<file path="src/rtl/mips_control_fsm_if.sv">
// Control bundle between the multicycle MIPS control FSM and its datapath.
//   master : the control FSM (reads instruction/Zero, drives all control strobes)
//   slave  : the datapath side (drives instruction/Zero, reads control strobes)
interface mips_control_fsm_if;
    logic [31:0] instruction;
    logic        Zero;
    logic        PCWrite;
    logic        PCWriteCond;
    logic        branch_taken;
    logic        IorD;
    logic        IRWrite;
    logic        MemRead;
    logic        MemWrite;
    logic        MemtoReg;
    logic        RegDst;
    logic        RegWrite;
    logic        ALUScr;
    logic [3:0]  ALUControl;
    logic        instr_done;
    logic        illegal;
    logic [3:0]  state;

    modport master (
        input  instruction, Zero,
        output PCWrite, PCWriteCond, branch_taken, IorD, IRWrite, MemRead, MemWrite,
               MemtoReg, RegDst, RegWrite, ALUScr, ALUControl, instr_done, illegal, state
    );

    modport slave (
        output instruction, Zero,
        input  PCWrite, PCWriteCond, branch_taken, IorD, IRWrite, MemRead, MemWrite,
               MemtoReg, RegDst, RegWrite, ALUScr, ALUControl, instr_done, illegal, state
    );
endinterface

</file>
<file path="src/rtl/mips_control_fsm.sv">
// Multicycle MIPS control unit (lw, sw, R-type add/sub/and/or/slt, beq).
// Ports:
//   clk  - rising-edge clock
//   rst  - asynchronous active-high reset; forces every control output to 0
//   bus  - mips_control_fsm_if.master: instruction/Zero in, control strobes,
//          ALUControl, instr_done, illegal and debug state out
// Outputs are Moore decodes of the state and the internal IR; branch_taken
// additionally folds in Zero.
module mips_control_fsm #(
    parameter bit ILLEGAL_HALT = 1'b0
) (
    input  logic                  clk,
    input  logic                  rst,
    mips_control_fsm_if.master    bus
);
    localparam int unsigned OP_W    = 6;
    localparam int unsigned ALUC_W  = 4;
    localparam int unsigned STATE_W = 4;

    localparam logic [OP_W-1:0] OP_RTYPE = 6'b000000;
    localparam logic [OP_W-1:0] OP_LW    = 6'b100011;
    localparam logic [OP_W-1:0] OP_SW    = 6'b101011;
    localparam logic [OP_W-1:0] OP_BEQ   = 6'b000100;

    localparam logic [ALUC_W-1:0] ALU_ADD = 4'b0010;
    localparam logic [ALUC_W-1:0] ALU_SUB = 4'b0110;
    localparam logic [ALUC_W-1:0] ALU_AND = 4'b0000;
    localparam logic [ALUC_W-1:0] ALU_OR  = 4'b0001;
    localparam logic [ALUC_W-1:0] ALU_SLT = 4'b0111;

    typedef enum logic [STATE_W-1:0] {
        FETCH  = 4'd0,
        DECODE = 4'd1,
        MEMADR = 4'd2,
        MEMRD  = 4'd3,
        MEMWB  = 4'd4,
        MEMWR  = 4'd5,
        EXEC   = 4'd6,
        ALUWB  = 4'd7,
        BRANCH = 4'd8,
        HALT   = 4'd9
    } state_e;

    state_e          state_q, state_d;
    logic [OP_W-1:0] op_q;
    logic [OP_W-1:0] funct_q;

    logic                pc_write, pc_write_cond, iord, ir_write, mem_read, mem_write;
    logic                mem_to_reg, reg_dst, reg_write, alu_src, instr_done, illegal;
    logic [ALUC_W-1:0]   alu_control;
    logic                funct_legal;
    logic [ALUC_W-1:0]   funct_alu;

    // Only opcode and funct steer control; the register/immediate fields are the datapath's.
    logic unused_instr_bits;
    assign unused_instr_bits = ^bus.instruction[25:6];

    // R-type funct decode shared by DECODE (legality) and EXEC/ALUWB (operation).
    always_comb begin
        funct_legal = 1'b1;
        funct_alu   = ALU_ADD;
        case (funct_q)
            6'b100000: funct_alu = ALU_ADD;
            6'b100010: funct_alu = ALU_SUB;
            6'b100100: funct_alu = ALU_AND;
            6'b100101: funct_alu = ALU_OR;
            6'b101010: funct_alu = ALU_SLT;
            default: begin
                funct_legal = 1'b0;
                funct_alu   = ALU_AND;
            end
        endcase
    end

    // State register and IR (opcode/funct), loaded on the edge leaving FETCH.
    always_ff @(posedge clk or posedge rst) begin
        if (rst) begin
            state_q <= FETCH;
            op_q    <= '0;
            funct_q <= '0;
        end else begin
            state_q <= state_d;
            if (state_q == FETCH) begin
                op_q    <= bus.instruction[31:26];
                funct_q <= bus.instruction[5:0];
            end
        end
    end

    // Next state and Moore outputs; everything stays 0 while rst is high.
    always_comb begin
        state_d       = state_q;
        pc_write      = 1'b0;
        pc_write_cond = 1'b0;
        iord          = 1'b0;
        ir_write      = 1'b0;
        mem_read      = 1'b0;
        mem_write     = 1'b0;
        mem_to_reg    = 1'b0;
        reg_dst       = 1'b0;
        reg_write     = 1'b0;
        alu_src       = 1'b0;
        alu_control   = ALU_AND;
        instr_done    = 1'b0;
        illegal       = 1'b0;
        if (!rst) begin
            case (state_q)
                FETCH: begin
                    mem_read    = 1'b1;
                    ir_write    = 1'b1;
                    pc_write    = 1'b1;
                    alu_control = ALU_ADD;
                    state_d     = DECODE;
                end
                DECODE: begin
                    if (op_q == OP_LW || op_q == OP_SW) begin
                        state_d = MEMADR;
                    end else if (op_q == OP_RTYPE && funct_legal) begin
                        state_d = EXEC;
                    end else if (op_q == OP_BEQ) begin
                        state_d = BRANCH;
                    end else begin
                        illegal = 1'b1;
                        if (ILLEGAL_HALT) begin
                            state_d = HALT;
                        end else begin
                            instr_done = 1'b1;
                            state_d    = FETCH;
                        end
                    end
                end
                MEMADR: begin
                    alu_src     = 1'b1;
                    alu_control = ALU_ADD;
                    state_d     = (op_q == OP_SW) ? MEMWR : MEMRD;
                end
                MEMRD: begin
                    iord     = 1'b1;
                    mem_read = 1'b1;
                    state_d  = MEMWB;
                end
                MEMWB: begin
                    mem_to_reg = 1'b1;
                    reg_write  = 1'b1;
                    instr_done = 1'b1;
                    state_d    = FETCH;
                end
                MEMWR: begin
                    iord       = 1'b1;
                    mem_write  = 1'b1;
                    instr_done = 1'b1;
                    state_d    = FETCH;
                end
                EXEC: begin
                    alu_control = funct_alu;
                    state_d     = ALUWB;
                end
                ALUWB: begin
                    reg_dst     = 1'b1;
                    reg_write   = 1'b1;
                    alu_control = funct_alu;
                    instr_done  = 1'b1;
                    state_d     = FETCH;
                end
                BRANCH: begin
                    alu_control   = ALU_SUB;
                    pc_write_cond = 1'b1;
                    instr_done    = 1'b1;
                    state_d       = FETCH;
                end
                HALT: begin
                    state_d = HALT;
                end
                default: begin
                    state_d = FETCH;
                end
            endcase
        end
    end

    assign bus.PCWrite      = pc_write;
    assign bus.PCWriteCond  = pc_write_cond;
    assign bus.branch_taken = pc_write_cond & bus.Zero;
    assign bus.IorD         = iord;
    assign bus.IRWrite      = ir_write;
    assign bus.MemRead      = mem_read;
    assign bus.MemWrite     = mem_write;
    assign bus.MemtoReg     = mem_to_reg;
    assign bus.RegDst       = reg_dst;
    assign bus.RegWrite     = reg_write;
    assign bus.ALUScr       = alu_src;
    assign bus.ALUControl   = alu_control;
    assign bus.instr_done   = instr_done;
    assign bus.illegal      = illegal;
    assign bus.state        = STATE_W'(state_q);
endmodule

</file>
<file path="src/flat_wrapper.sv">
// flat-port wrapper written by rule: the top's interface ports become plain ports
module mips_control_fsm_flat 
#(
    parameter bit ILLEGAL_HALT = 1'b0
)
  (clk, rst, bus_instruction, bus_Zero, bus_PCWrite, bus_PCWriteCond, bus_branch_taken, bus_IorD, bus_IRWrite, bus_MemRead, bus_MemWrite, bus_MemtoReg, bus_RegDst, bus_RegWrite, bus_ALUScr, bus_ALUControl, bus_instr_done, bus_illegal, bus_state);
  mips_control_fsm_if bus_i ();
  input  logic clk;
  input  logic rst;
  input wire logic [$bits(bus_i.instruction)-1:0] bus_instruction;
  input wire logic [$bits(bus_i.Zero)-1:0] bus_Zero;
  output wire logic [$bits(bus_i.PCWrite)-1:0] bus_PCWrite;
  output wire logic [$bits(bus_i.PCWriteCond)-1:0] bus_PCWriteCond;
  output wire logic [$bits(bus_i.branch_taken)-1:0] bus_branch_taken;
  output wire logic [$bits(bus_i.IorD)-1:0] bus_IorD;
  output wire logic [$bits(bus_i.IRWrite)-1:0] bus_IRWrite;
  output wire logic [$bits(bus_i.MemRead)-1:0] bus_MemRead;
  output wire logic [$bits(bus_i.MemWrite)-1:0] bus_MemWrite;
  output wire logic [$bits(bus_i.MemtoReg)-1:0] bus_MemtoReg;
  output wire logic [$bits(bus_i.RegDst)-1:0] bus_RegDst;
  output wire logic [$bits(bus_i.RegWrite)-1:0] bus_RegWrite;
  output wire logic [$bits(bus_i.ALUScr)-1:0] bus_ALUScr;
  output wire logic [$bits(bus_i.ALUControl)-1:0] bus_ALUControl;
  output wire logic [$bits(bus_i.instr_done)-1:0] bus_instr_done;
  output wire logic [$bits(bus_i.illegal)-1:0] bus_illegal;
  output wire logic [$bits(bus_i.state)-1:0] bus_state;
  assign bus_i.instruction = bus_instruction;
  assign bus_i.Zero = bus_Zero;
  assign bus_PCWrite = bus_i.PCWrite;
  assign bus_PCWriteCond = bus_i.PCWriteCond;
  assign bus_branch_taken = bus_i.branch_taken;
  assign bus_IorD = bus_i.IorD;
  assign bus_IRWrite = bus_i.IRWrite;
  assign bus_MemRead = bus_i.MemRead;
  assign bus_MemWrite = bus_i.MemWrite;
  assign bus_MemtoReg = bus_i.MemtoReg;
  assign bus_RegDst = bus_i.RegDst;
  assign bus_RegWrite = bus_i.RegWrite;
  assign bus_ALUScr = bus_i.ALUScr;
  assign bus_ALUControl = bus_i.ALUControl;
  assign bus_instr_done = bus_i.instr_done;
  assign bus_illegal = bus_i.illegal;
  assign bus_state = bus_i.state;
  mips_control_fsm #(.ILLEGAL_HALT(ILLEGAL_HALT)) u_core (.clk(clk), .rst(rst), .bus(bus_i));
endmodule
</file>
<file path="config.mk">
export PLATFORM = sky130hd
export DESIGN_NAME = mips_control_fsm_flat
export DESIGN_NICKNAME = d
export VERILOG_FILES = /design/src/rtl/mips_control_fsm_if.sv /design/src/rtl/mips_control_fsm.sv /design/src/flat_wrapper.sv
export SDC_FILE = /design/constraint.sdc
export NUM_CORES = 1
export LEC_CHECK = 0
export ABC_AREA = 1
export CAP_MARGIN = 40
export CORE_ASPECT_RATIO = 1.1
export CORE_MARGIN = 4
export CORE_UTILIZATION = 39
export DETAILED_ROUTE_END_ITERATION = 10
export HOLD_SLACK_MARGIN = 0.1
export PLACE_DENSITY = 0.78
export SYNTH_ARGS = -nofsm -noshare
export SYNTH_HDL_FRONTEND = slang
export SYNTH_SLANG_ARGS = --single-unit
</file>
<file path="constraint.sdc">
create_clock -name clk -period 1.6 [get_ports clk]
set_input_delay 0.16 -clock clk [delete_from_list [all_inputs] [get_ports clk]]
set_output_delay 0.16 -clock clk [all_outputs]
set_load 0.01 [all_outputs]
</file>
==> flow_summary.ini <==
[outcome]
outcome = finished, violations left
violations = negative setup slack

[final_layout]
area_growth_pct = 77.94
fillers = 181
num_antenna_cells = 0
layout.cells.non_filler = 262
fin_nets = 268
final_core_util_pct = 73.78
layout-drive-gt1-share_pct = 51.08

[logic_synthesis]
avgSynthCellArea_sq_um = 7.032
yosysWarnings = 0
yosysSeqAreaShare_pct = 37.96
syn-cell-area_sq_mm = 0.001055
ys_types = 26
synth_nets = 185
postSynthCellCount = 150
ys_ff_latch = 16

[clocking]
insertion_delay_ns = 0.28
clock_sinks = 16
cts_root_buf = clkbuf_4
cts-buffers-inserted = 3
ctsHoldBuffers = 0
cts_tree = built
clockBufferDepth = 2
cts.htree.levels = 1
clk_pin_slew_ns = 0.09

[place]
place_ws_ns = -0.2372
gp_congestion = 0.9150
hpwl_um = 2304
io_buffers = 34
post-place-cells = 242

[drt]
vias = 1255
drtIter0Drc = 19
first_pass_iters = 4
drc_errors = 0
wire_per_inst_um = 12.85
top_layer = met4
viasPerCell = 4.790
ant_nets = 0
met1Wirelength_um = 1314
drt-total-wl_um = 3366
wl_met2_um = 1812
wl_met3_um = 206

[sta]
hold_viol = 0
slew_violations = 0
rsz0062_at_grt = true
fmax_ghz = 0.5853
period_minus_slack_ns = 1.708
finClkSkew_ns = 0.001031
setup_ws_ns = -0.1084
post-route-period-util_pct = 106.8
finalSetupViolations = 11
whs_ns = 0.3679

[critical_path]
end_kind = output pin
crit_fanout = 3
startpoint_type = register
r2r_cells = 7
critPathKind = reg2out
worst_ep_required_time_ns = 1.44
r2r_start = u_core.bus.state[2]$_DFFE_PP0N_
crit_path_start = u_core.bus.state[2]$_DFFE_PP0N_
worstPathArrival_ns = 1.55

[grt]
grt.overflow.total = 0
grt_max_degree = 21
grt_pass1_vias = 1278
antenna_found_initial = 0
track_usage_pct = 18.07
grt_pass1_wl_um = 5244

[worst_hold_path]
worstHoldPathType = in2async

[floorplanning]
initial_core_util_pct = 41.47
die-area_sq_mm = 0.003601
rows = 19
core_sq_mm = 0.002544
die_w_um = 57.59
die_height_um = 62.54
io_pins = 56

[job]
drv_cap = 0

[power]
power_density_mw_per_mm2 = 1640
p_leak_uw = 0.0009712
ir_worst_vdd_uv = 1033
==> critical path, cell delays in order (launching register included) <==
cell	delay, ns
dfrtp_1	0.43
inv_4	0.07
buf_4	0.14
nor2_4	0.08
inv_2	0.06
nor2_4	0.10
nand2_2	0.08
o22ai_2	0.14
buf_2	0.15
==> metrics by stage <==
step | setup TNS (ns) | total power (uW) | area (sq um)
final | -0.7083 | 3079 | 1877
after global routing | -1.921 | 3312 | 1877
after CTS | -0.6198 | 2849 | 1738
after detailed placement | -1.905 | 2452 | 1640
after global placement | -1.524 | 2390 | 1640
after floorplan | 0 | 1682 | 1055
==> registers in the layout, summed over array words and instances (netlist names) <==
signal	count
u_core.funct_q	6
u_core.op_q	6
u_core.bus.state	4
==> placed cells by master, fill, tap and decap left out, types with 2 or more instances in the layout <==
master / netlist / final
o21ai_1: 8 / 8
nor2_1: 19 / 10
nor3_1: 4 / 3
nand3_1: 6 / 5
nand2_1: 43 / 38
nor3_4: 0 / 2
clkbuf_4: 0 / 3
buf_2: 0 / 13
a21oi_1: 6 / 3
inv_2: 10 / 10
dfrtp_1: 16 / 16
buf_4: 3 / 45
inv_1: 10 / 6
buf_6: 1 / 7
o21ai_0: 2 / 2
clkdlybuf4s50_1: 0 / 16
inv_4: 0 / 4
nor3_2: 3 / 2
nand4_1: 2 / 2
nor2_2: 2 / 8
nand3_2: 1 / 2
a21oi_2: 0 / 3
nand2_2: 2 / 6
nor2_4: 2 / 5
==> cells in the mapped netlist <==
cell type / number / area (sq um)
inv_1: 10 / 37.54
nor2_1: 19 / 71.32
nor2_2: 2 / 12.51
clkbuf_1: 2 / 7.510
and3_1: 1 / 6.260
nor2_4: 2 / 22.52
conb_1: 1 / 3.750
nor2_8: 1 / 20.02
nand2_1: 43 / 161.4
nor4_1: 2 / 12.51
nand2_2: 2 / 12.51
nand3_2: 1 / 10.01
nand3_1: 6 / 30.03
nand2_8: 1 / 20.02
nor3_2: 3 / 30.03
and2_1: 1 / 6.260
nand4_1: 2 / 12.51
buf_6: 1 / 11.26
a21oi_1: 6 / 30.03
o22ai_1: 1 / 6.260
o21ai_0: 2 / 10.01
dfrtp_1: 16 / 400.4
o21ai_1: 8 / 40.04
buf_4: 3 / 22.52
inv_2: 10 / 37.54
nor3_1: 4 / 20.02
==> timing repair <==
item,in CTS,in global routing
endpoints found under the setup margin,16,17
pin swaps,9,17
resized for setup,84,26
setup buffers,10,7
gates cloned,0,0
hold endpoints to repair,0,0
==> cell families (layout without fill, tap and decap cells) <==
group,Yosys count,after routing,share of synthesized area [%]
compound gates,17,17,8.186
buf+inv,26,107,11.03
other cells,1,1,0.3555
simple gates,90,90,42.47
flops,16,16,37.96
==> where the power goes <==
group          internal (uW)  leakage (uW)  switching (uW)
clock                   87.1     0.0000138             121
sequential               588      0.000200             167
combinational           1050      0.000758            1070
==> worst paths after layout <==
path                                                   end  slack (ns)
max in group asynchronous       u_core.op_q[4]$_DFFE_PP0P_        1.08
setup / recovery                         bus_ALUControl[1]       -0.11
setup reg to reg           u_core.bus.state[0]$_DFFE_PP0N_        0.14
hold reg to reg              u_core.funct_q[5]$_DFFE_PP0P_        0.53
min in group clk                u_core.op_q[4]$_DFFE_PP0P_        0.42
hold / removal               u_core.funct_q[1]$_DFFE_PP0P_        0.37
==> final cells by class <==
cell class	count	area [sq um]	area share, %
multi-input combinational	108	646.9	34.47
clock buffer	3	22.52	1.200
sequential	16	400.4	21.33
tap	31	38.79	2.067
inverter	20	85.08	4.533
timing repair buffer	84	683.2	36.40
==> routing by layer <==
metal / global-route usage, % / vias up
li1: - / 632
met1: 19.62 / 581
met2: 33.33 / 37
met3: 4.339 / 5
met4: 5.797 / 0
met5: 0 / -
(Power assumes the default switching activity.)
